==> src/rtl/seg7_pkg.sv <==
// Shared types, constants and the hex-to-segment table for the 7-segment scan controller.
package seg7_pkg;

    typedef enum logic [1:0] {IDLE, BLANK, DRIVE} scan_state_t;

    localparam logic [6:0] SEG_OFF = 7'h7F;

    // Active-low {a,b,c,d,e,f,g} for a common-anode display.
    function automatic logic [6:0] seg7_encode(input logic [3:0] nib);
        logic [6:0] seg;
        case (nib)
            4'h0: seg = 7'b0000001;
            4'h1: seg = 7'b1001111;
            4'h2: seg = 7'b0010010;
            4'h3: seg = 7'b0000110;
            4'h4: seg = 7'b1001100;
            4'h5: seg = 7'b0100100;
            4'h6: seg = 7'b0100000;
            4'h7: seg = 7'b0001111;
            4'h8: seg = 7'b0000000;
            4'h9: seg = 7'b0000100;
            4'hA: seg = 7'b0001000;
            4'hB: seg = 7'b1100000;
            4'hC: seg = 7'b0110001;
            4'hD: seg = 7'b1000010;
            4'hE: seg = 7'b0110000;
            default: seg = 7'b0111000;
        endcase
        return seg;
    endfunction

endpackage

==> src/rtl/seg7_hex_decode.sv <==
// Combinational hex-to-segment decoder shared by all digits of the scan controller.
module seg7_hex_decode
    import seg7_pkg::*;
(
    input  logic [3:0] nibble_i,
    output logic [6:0] seg_o
);

    always_comb begin
        seg_o = seg7_encode(nibble_i);
    end

endmodule

==> src/rtl/seg7_scan_controller.sv <==
// Multiplexed common-anode 7-segment scanner: dead-time gap before every digit,
// frame-coherent input snapshot, all outputs registered alongside the FSM state.
module seg7_scan_controller
    import seg7_pkg::*;
#(
    parameter int unsigned NUM_DIGITS      = 4,
    parameter int unsigned TICKS_PER_DIGIT = 50000,
    parameter int unsigned GUARD_TICKS     = 500
) (
    input  logic                    clk,
    input  logic                    rst_n,
    input  logic                    en,
    input  logic [4*NUM_DIGITS-1:0] digits_in,
    input  logic [NUM_DIGITS-1:0]   dp_in,
    input  logic [NUM_DIGITS-1:0]   blank_mask,
    output logic [6:0]              disp,
    output logic                    dp,
    output logic [NUM_DIGITS-1:0]   an,
    output logic                    frame_done
);

    localparam int unsigned MAX_TICKS = (TICKS_PER_DIGIT > GUARD_TICKS) ? TICKS_PER_DIGIT : GUARD_TICKS;
    localparam int unsigned CNT_W     = $clog2(MAX_TICKS + 1);
    localparam int unsigned IDX_W     = $clog2(NUM_DIGITS);

    scan_state_t             state_q, state_d;
    logic [IDX_W-1:0]        idx_q, idx_d;
    logic [CNT_W-1:0]        cnt_q, cnt_d;
    logic [4*NUM_DIGITS-1:0] snap_digits_q;
    logic [NUM_DIGITS-1:0]   snap_dp_q, snap_blank_q;
    logic                    snap_load;
    logic [NUM_DIGITS-1:0]   an_q, an_d;
    logic [6:0]              disp_q, disp_d;
    logic                    dp_q, dp_d;
    logic                    fd_q, fd_d;
    logic [3:0]              cur_nibble;
    logic [6:0]              cur_seg;

    // idx is unchanged on BLANK->DRIVE and within DRIVE, so idx_q selects the digit being driven next.
    assign cur_nibble = snap_digits_q[{idx_q, 2'b00} +: 4];

    seg7_hex_decode u_dec (
        .nibble_i (cur_nibble),
        .seg_o    (cur_seg)
    );

    always_comb begin
        state_d   = state_q;
        idx_d     = idx_q;
        fd_d      = 1'b0;
        snap_load = 1'b0;
        case (state_q)
            IDLE: begin
                if (en) begin
                    state_d   = BLANK;
                    idx_d     = '0;
                    snap_load = 1'b1;
                end
            end
            BLANK: begin
                if (!en) begin
                    state_d = IDLE;
                    idx_d   = '0;
                end else if (cnt_q == CNT_W'(GUARD_TICKS - 1)) begin
                    state_d = DRIVE;
                end
            end
            DRIVE: begin
                if (!en) begin
                    state_d = IDLE;
                    idx_d   = '0;
                end else if (cnt_q == CNT_W'(TICKS_PER_DIGIT - 1)) begin
                    state_d = BLANK;
                    if (idx_q == IDX_W'(NUM_DIGITS - 1)) begin
                        idx_d     = '0;
                        fd_d      = 1'b1;
                        snap_load = 1'b1;
                    end else begin
                        idx_d = idx_q + 1'b1;
                    end
                end
            end
            default: begin
                state_d = IDLE;
                idx_d   = '0;
            end
        endcase

        if (state_d != state_q || state_q == IDLE) begin
            cnt_d = '0;
        end else begin
            cnt_d = cnt_q + 1'b1;
        end

        an_d   = '1;
        disp_d = SEG_OFF;
        dp_d   = 1'b1;
        if (state_d == DRIVE) begin
            if (!snap_blank_q[idx_q]) begin
                an_d[idx_q] = 1'b0;
            end
            disp_d = cur_seg;
            dp_d   = ~snap_dp_q[idx_q];
        end
    end

    always_ff @(posedge clk) begin
        if (!rst_n) begin
            state_q       <= IDLE;
            idx_q         <= '0;
            cnt_q         <= '0;
            snap_digits_q <= '0;
            snap_dp_q     <= '0;
            snap_blank_q  <= '0;
            an_q          <= '1;
            disp_q        <= SEG_OFF;
            dp_q          <= 1'b1;
            fd_q          <= 1'b0;
        end else begin
            state_q <= state_d;
            idx_q   <= idx_d;
            cnt_q   <= cnt_d;
            an_q    <= an_d;
            disp_q  <= disp_d;
            dp_q    <= dp_d;
            fd_q    <= fd_d;
            if (snap_load) begin
                snap_digits_q <= digits_in;
                snap_dp_q     <= dp_in;
                snap_blank_q  <= blank_mask;
            end
        end
    end

    assign an         = an_q;
    assign disp       = disp_q;
    assign dp         = dp_q;
    assign frame_done = fd_q;

endmodule
==> config.mk <==
export PLATFORM = sky130hd
export DESIGN_NAME = seg7_scan_controller
export DESIGN_NICKNAME = d
export VERILOG_FILES = /design/src/rtl/seg7_pkg.sv /design/src/rtl/seg7_hex_decode.sv /design/src/rtl/seg7_scan_controller.sv
export SDC_FILE = /design/constraint.sdc
export NUM_CORES = 1
export LEC_CHECK = 0
export ABC_AREA = 1
export CAP_MARGIN = 10
export CORE_ASPECT_RATIO = 0.6
export CORE_MARGIN = 5
export CORE_UTILIZATION = 52
export CTS_CLUSTER_DIAMETER = 120
export DETAILED_ROUTE_END_ITERATION = 8
export PLACE_DENSITY = 0.81
export SKIP_CTS_REPAIR_TIMING = 1
export SLEW_MARGIN = 20
export SYNTH_ARGS = -nofsm -noshare
export SYNTH_HDL_FRONTEND = slang
export SYNTH_SLANG_ARGS = --single-unit
==> constraint.sdc <==
create_clock -name clk -period 2.9 [get_ports clk]
set_input_delay 0.58 -clock clk [delete_from_list [all_inputs] [get_ports clk]]
set_output_delay 0.58 -clock clk [all_outputs]
set_load 0.05 [all_outputs]
==> results of run 1 <==
[through the flow]
step                std cells  worst slack, ns  total power, mW  hold slack (ns)  area [µm²]
global route              475            0.623             1.89            0.480        3370
finish                    475            0.809             1.79            0.454        3370
floorplan                 364             1.19            0.965            0.428        2750
CTS                       475            0.849             1.81            0.459        3370
detailed placement        460            0.568             1.02            0.443        3160
global placement          460            0.629             1.02            0.438        3160
[report_power, final]
part,total [mW],internal [mW],switching [mW]
registers,0.831,0.813,0.0180
logic,0.176,0.0744,0.102
clock network,0.785,0.484,0.301
[path summary, 6_finish.rpt]
check	start	to	slack (ns)	depth (start not counted)
hold reg to reg	cnt_q[0]	cnt_q[0]	0.45	1
setup / recovery	idx_q[1]	disp[1]	0.81	10
setup reg to reg	idx_q[1]	disp[1]	0.81	10
hold / removal	cnt_q[0]	cnt_q[0]	0.45	1
[registers in the layout (all words and copies together), names as in the netlist]
| register | flops |
|---|---|
| frame_done | 1 |
| snap_blank_q | 4 |
| cnt_q | 16 |
| state_q | 2 |
| snap_dp_q | 4 |
| disp | 7 |
| idx_q | 2 |
| dp | 1 |
| snap_digits_q | 16 |
| an | 4 |
[layout by cell type (no fill, tap or decap)]
cell type | synthesis | routed
a21oi_1 | 6 | 6
a22oi_1 | 1 | 1
a31oi_1 | 1 | 1
buf_4 | 1 | 3
bufinv_16 | 0 | 1
clkbuf_8 | 0 | 13
clkdlybuf4s50_1 | 0 | 39
clkinv_2 | 0 | 1
dfxtp_1 | 57 | 57
ha_1 | 11 | 11
inv_1 | 25 | 25
inv_2 | 4 | 4
inv_4 | 1 | 1
nand2_1 | 67 | 67
nand2_2 | 3 | 3
nand2_4 | 2 | 2
nand3_1 | 22 | 22
nand3_2 | 2 | 2
nand4_1 | 4 | 4
nand4_2 | 1 | 1
nor2_1 | 59 | 59
nor2_2 | 33 | 33
nor3_1 | 2 | 2
nor3_4 | 1 | 1
nor4b_1 | 1 | 1
o211ai_1 | 1 | 1
o21ai_0 | 28 | 28
o21ai_1 | 5 | 5
o22ai_1 | 1 | 1
xnor2_1 | 5 | 5
xor2_1 | 9 | 9
[cell families (layout without fill, tap and decap cells)]
| family | after synthesis | in the layout |
|---|---|---|
| buf+inv | 42 | 87 |
| xor+xnor | 14 | 14 |
| compound gates | 43 | 43 |
| simple gates | 197 | 197 |
| flops | 57 | 57 |
| fa+ha+maj | 11 | 11 |
[per-layer routing]
layer  track usage, %  wire length, µm  vias to the layer above
met5                0                0                        -
li1                 -                -                     1237
met2             24.4             2180                       85
met3             8.10              508                       11
met4             6.62               98                        0
met1             27.5             3240                     1073
[area by class of cell]
cell class	count	area (µm²)	area share [%]
multi-input cells	265	1410	41.7
flip-flops and latches	57	1140	33.8
repair buffers	42	413	12.2
clock buffers	13	179	5.31
inverters	30	115	3.41
well taps	66	82.6	2.45
clock inverters	2	35.0	1.04
[worst max-delay path, cell delays in order (launching register included)]
cell and delay (ns):
dfxtp_1 0.55, inv_2 0.18, a21oi_1 0.14, o21ai_0 0.13, nand2_1 0.22, inv_1 0.10
ha_1 0.22, nand2_1 0.11, o21ai_0 0.09, o21ai_0 0.16, nand2_1 0.07
==> results.toml, run 1 <==
[timing]
setup_viol = 0
rsz0062_at_grt = "false"
min_period_ns = 2.09
fmax_mhz = 478
maxSlewHeadroom_pct = 66.8
tns_ns = 0
maxSlewViolCount = 0
fin_crit_sh_pct = 72.1
skew_ns = 0.00891
tightest_slew_ns = 0.496
hold_viol = 0

[die]
io_pins = 40
std_cell_rows = 20
die_area_um2 = 6900
initial_utilization_pct = 53.9
fp.dieH_um = 66.4
core_um2 = 5100
die_x_um = 104

[logic_synthesis]
synth_area_leaders = "dfxtp_1 41%, nand2_1 9.1%, nor2_1 8.0%"
yosysWarnings = 0
synth-compound-area-share_pct = 8.09
synthArstFlopShare_pct = 0
netlist.area_leader.share_pct = 41.4
yosysSeqAreaShare_pct = 41.4
synth_edf_count = 0
synth.ff_latch_count = 57
syn_area_um2 = 2750
synth_xor_area_share_pct = 4.45
synth.most_common_cell = "nand2_1"
synth_top_cell_by_area = "dfxtp_1"
synthTopCellsByCount = "67 x nand2_1, 59 x nor2_1, 57 x dfxtp_1"
yosysUniqueCellTypes = 32
synth_nets = 402
postSynthAreaPerCell_um2 = 7.57
synth_cells = 364
synth_top_family_by_area = "simple AND/OR/NAND/NOR gates"
synthMuxAreaShare_pct = 0
synthFlopType = "dfxtp_1"
synthAdderAreaFrac_pct = 5.00
yosys.area_share.simple_pct = 33.5

[clock_tree]
cts_max_level = 3
cts_buffers = 9
clock-root-buffer = "clkbuf_8"
cts_tree = "yes"
cts.clk_slew.worst_paths_ns = 0.06
ctsLongestPathBuffers = 2
clock_latency_ns = 0.34
cts.sinks = 57

[outcome]
outcome = "finished clean"

[global_route]
antenna_found_initial = 0
grt_pass1_vias = 2190
grt_pass1_wl_mm = 10.3
grt_max_degree = 26
grtUsageTotal_pct = 19.0
overflow = 0

[placement]
dp_hpwl_mm = 4.38
io_buffers = 39
place_congestion = 0.863

[worst_setup_path]
crit_arrival_ns = 2.32
crit_path_start_kind = "flop"
cp-end-kind = "flop"
cp_max_fo = 9
cp.required_ns = 3.13
worstSetupPathType = "reg2reg"

[drt]
num_vias = 2406
routed_via_density = 5.07
wl_mm = 6.03
ant_nets = 0
wl_per_cell_um = 12.7
dr.pass1.iters = 5
drc = 0
drt_iter0_markers = 229

[power]
peakVddDrop_uv = 230
p_leak_nw = 1.40
p_per_area_nw_per_um2 = 532

[layout]
finalCoreUtilization_pct = 66.1
drive_gt1_share_pct = 15.9
fin_nets = 443
antenna_cells = 0
fill_cells = 445
area_delta_synth_final_pct = 22.4

[worst_hold_path]
min_path_type = "reg2reg"

[flow_run]
cap_violations = 0
Note: power is estimated with default switching activity, not from simulation.
==> run 2, diff against run 1 <==
--- a/config.mk
+++ b/config.mk
@@ -9,10 +9,10 @@
 export CAP_MARGIN = 10
 export CORE_ASPECT_RATIO = 0.6
 export CORE_MARGIN = 5
-export CORE_UTILIZATION = 52
+export CORE_UTILIZATION = 49
 export CTS_CLUSTER_DIAMETER = 120
 export DETAILED_ROUTE_END_ITERATION = 8
-export PLACE_DENSITY = 0.81
+export PLACE_DENSITY = 0.8
 export SKIP_CTS_REPAIR_TIMING = 1
 export SLEW_MARGIN = 20
 export SYNTH_ARGS = -nofsm -noshare
==> constraint.sdc (replaced) <==
create_clock -name clk -period 1.75 [get_ports clk]
set_input_delay 0.35 -clock clk [delete_from_list [all_inputs] [get_ports clk]]
set_output_delay 0.35 -clock clk [all_outputs]
set_load 0.05 [all_outputs]
==> run 2 against run 1 <==
Compared with the run above: global-route usage is 0.66 points lower; combinational power up 90%; via count up 3.4%; total power increased by 60%; flip-flop and latch count unchanged; cell count up 3.6%; sequential share of layout area shrank 0.69 points; worst hold slack worse by 0.032 ns; critical path type is now in2reg; highest routed layer unchanged.
==> results.toml, run 2 (same netlist as run 1, synthesis figures left out) <==
[die]
die_x_um = 107
io_pins = 40
std_cell_rows = 21
initial_utilization_pct = 49.9
die_area_um2 = 7270
fp.dieH_um = 68.1
core_um2 = 5520

[worst_setup_path]
critPathMaxStageDelay_ns = 0.55
crit_arrival_ns = 1.88
crit_path_start_kind = "input pin"
crit_buf_inv = 3
path_common_cell = "inv_1"
critPathTopFamily = "simple AND/OR/NAND/NOR gates"
worstSetupPathType = "in2reg"
cp_max_fo = 5
cp.required_ns = 1.93
crit_slowest_cell = "nor4b_1"
cp-end-kind = "flop"
crit_chain = "clkdlybuf4s50_1 -> inv_1 -> nor3_4 -> inv_1 -> nor4b_1"

[timing]
fmax_mhz = 588
tightest_slew_ns = 0.571
tns_ns = 0
maxSlewHeadroom_pct = 61.4
hold_viol = 0
fin_crit_sh_pct = 97.2
skew_ns = 0.00817
maxSlewViolCount = 0
min_period_ns = 1.70
setup_viol = 0

[outcome]
outcome = "finished clean"

[drt]
routed_via_density = 5.05
num_vias = 2487
wl_mm = 6.39
dr.pass1.iters = 5
drc = 0
drt_iter0_markers = 273
wl_per_cell_um = 13.0
ant_nets = 0

[global_route]
grt_max_degree = 25
grt_pass1_vias = 2269
antenna_found_initial = 0
grt_pass1_wl_mm = 10.4
grtUsageTotal_pct = 18.3
overflow = 0

[clock_tree]
cts_max_level = 3
ctsLongestPathBuffers = 2
clock_latency_ns = 0.35
cts.sinks = 57
cts_tree = "yes"
cts.clk_slew.worst_paths_ns = 0.06
clock-root-buffer = "clkbuf_8"
cts_buffers = 9

[placement]
place_area_um2 = 3230
io_buffers = 39
dp_hpwl_mm = 4.52
place_inst = 476
place_congestion = 0.842

[layout]
fin_cells = 492
final_cell_mix = "67 x nand2_1, 58 x nor2_1, 55 x dfxtp_1, 34 x nor2_2, 29 x buf_4"
drive_gt1_share_pct = 22.9
area_delta_synth_final_pct = 25.5
antenna_cells = 0
fin_nets = 457
fill_cells = 469
design_area_um2 = 3460
finalCoreUtilization_pct = 62.7
final_common_cell = "nand2_1"

[flow_run]
cap_violations = 0

[power]
peakVddDrop_uv = 463
p_leak_nw = 1.43
p_per_area_nw_per_um2 = 832

[worst_hold_path]
min_path_type = "reg2reg"
## run 2: changes by cell type in the layout (fill, tap and decap cells not counted), moves of 2 or more
cell	before	now
clkbuf_8	13	9
clkinvlp_4	0	2
clkdlybuf4s50_1	39	26
nand2_8	0	2
dfxtp_1	57	55
buf_4	3	29
clkinv_2	1	3
## run 2: area by class of cell
type,instances,area (µm²),area share (%)
Inverter,30,118,3.40
Clock inverter,6,60.1,1.74
Sequential cell,57,1150,33.2
Clock buffer,9,124,3.58
Tap cell,69,86.3,2.50
Timing Repair Buffer,55,478,13.8
Multi-Input combinational cell,266,1450,41.8
## run 2: through the flow
step           hold slack, ns  setup slack [ns]  total power, mW
4_1_cts                 0.462            0.0120             2.87
6_report                0.422            0.0494             2.88
5_1_grt                 0.439           -0.0310             2.99
3_3_place_gp            0.446            -0.151             1.71
2_1_floorplan           0.428            0.0386             1.60
3_5_place_dp            0.447            -0.197             1.71
## run 2: final timing paths
check,from,cells after the start,endpoint,slack (ns)
worst max-delay path,en,5,frame_done,0.05
worst max register to register,cnt_q[1],8,cnt_q[14],0.11
worst min register to register,cnt_q[0],1,cnt_q[0],0.42
worst min-delay path,cnt_q[0],1,cnt_q[0],0.42
## run 2: per-layer routing
layer  GRT usage [%]  wire length (µm)
met1            26.0              3200
met2            25.6              2580
met3            6.97               528
met4            5.58                80
met5               0                 0
## run 2: power by group
part           leakage (nW)  total (mW)  switching [mW]  internal [mW]
sequential            0.467        1.37          0.0277           1.35
combinational         0.876       0.335           0.188          0.147
clock                0.0909        1.17           0.527          0.640
total                  1.43        2.88           0.743           2.13
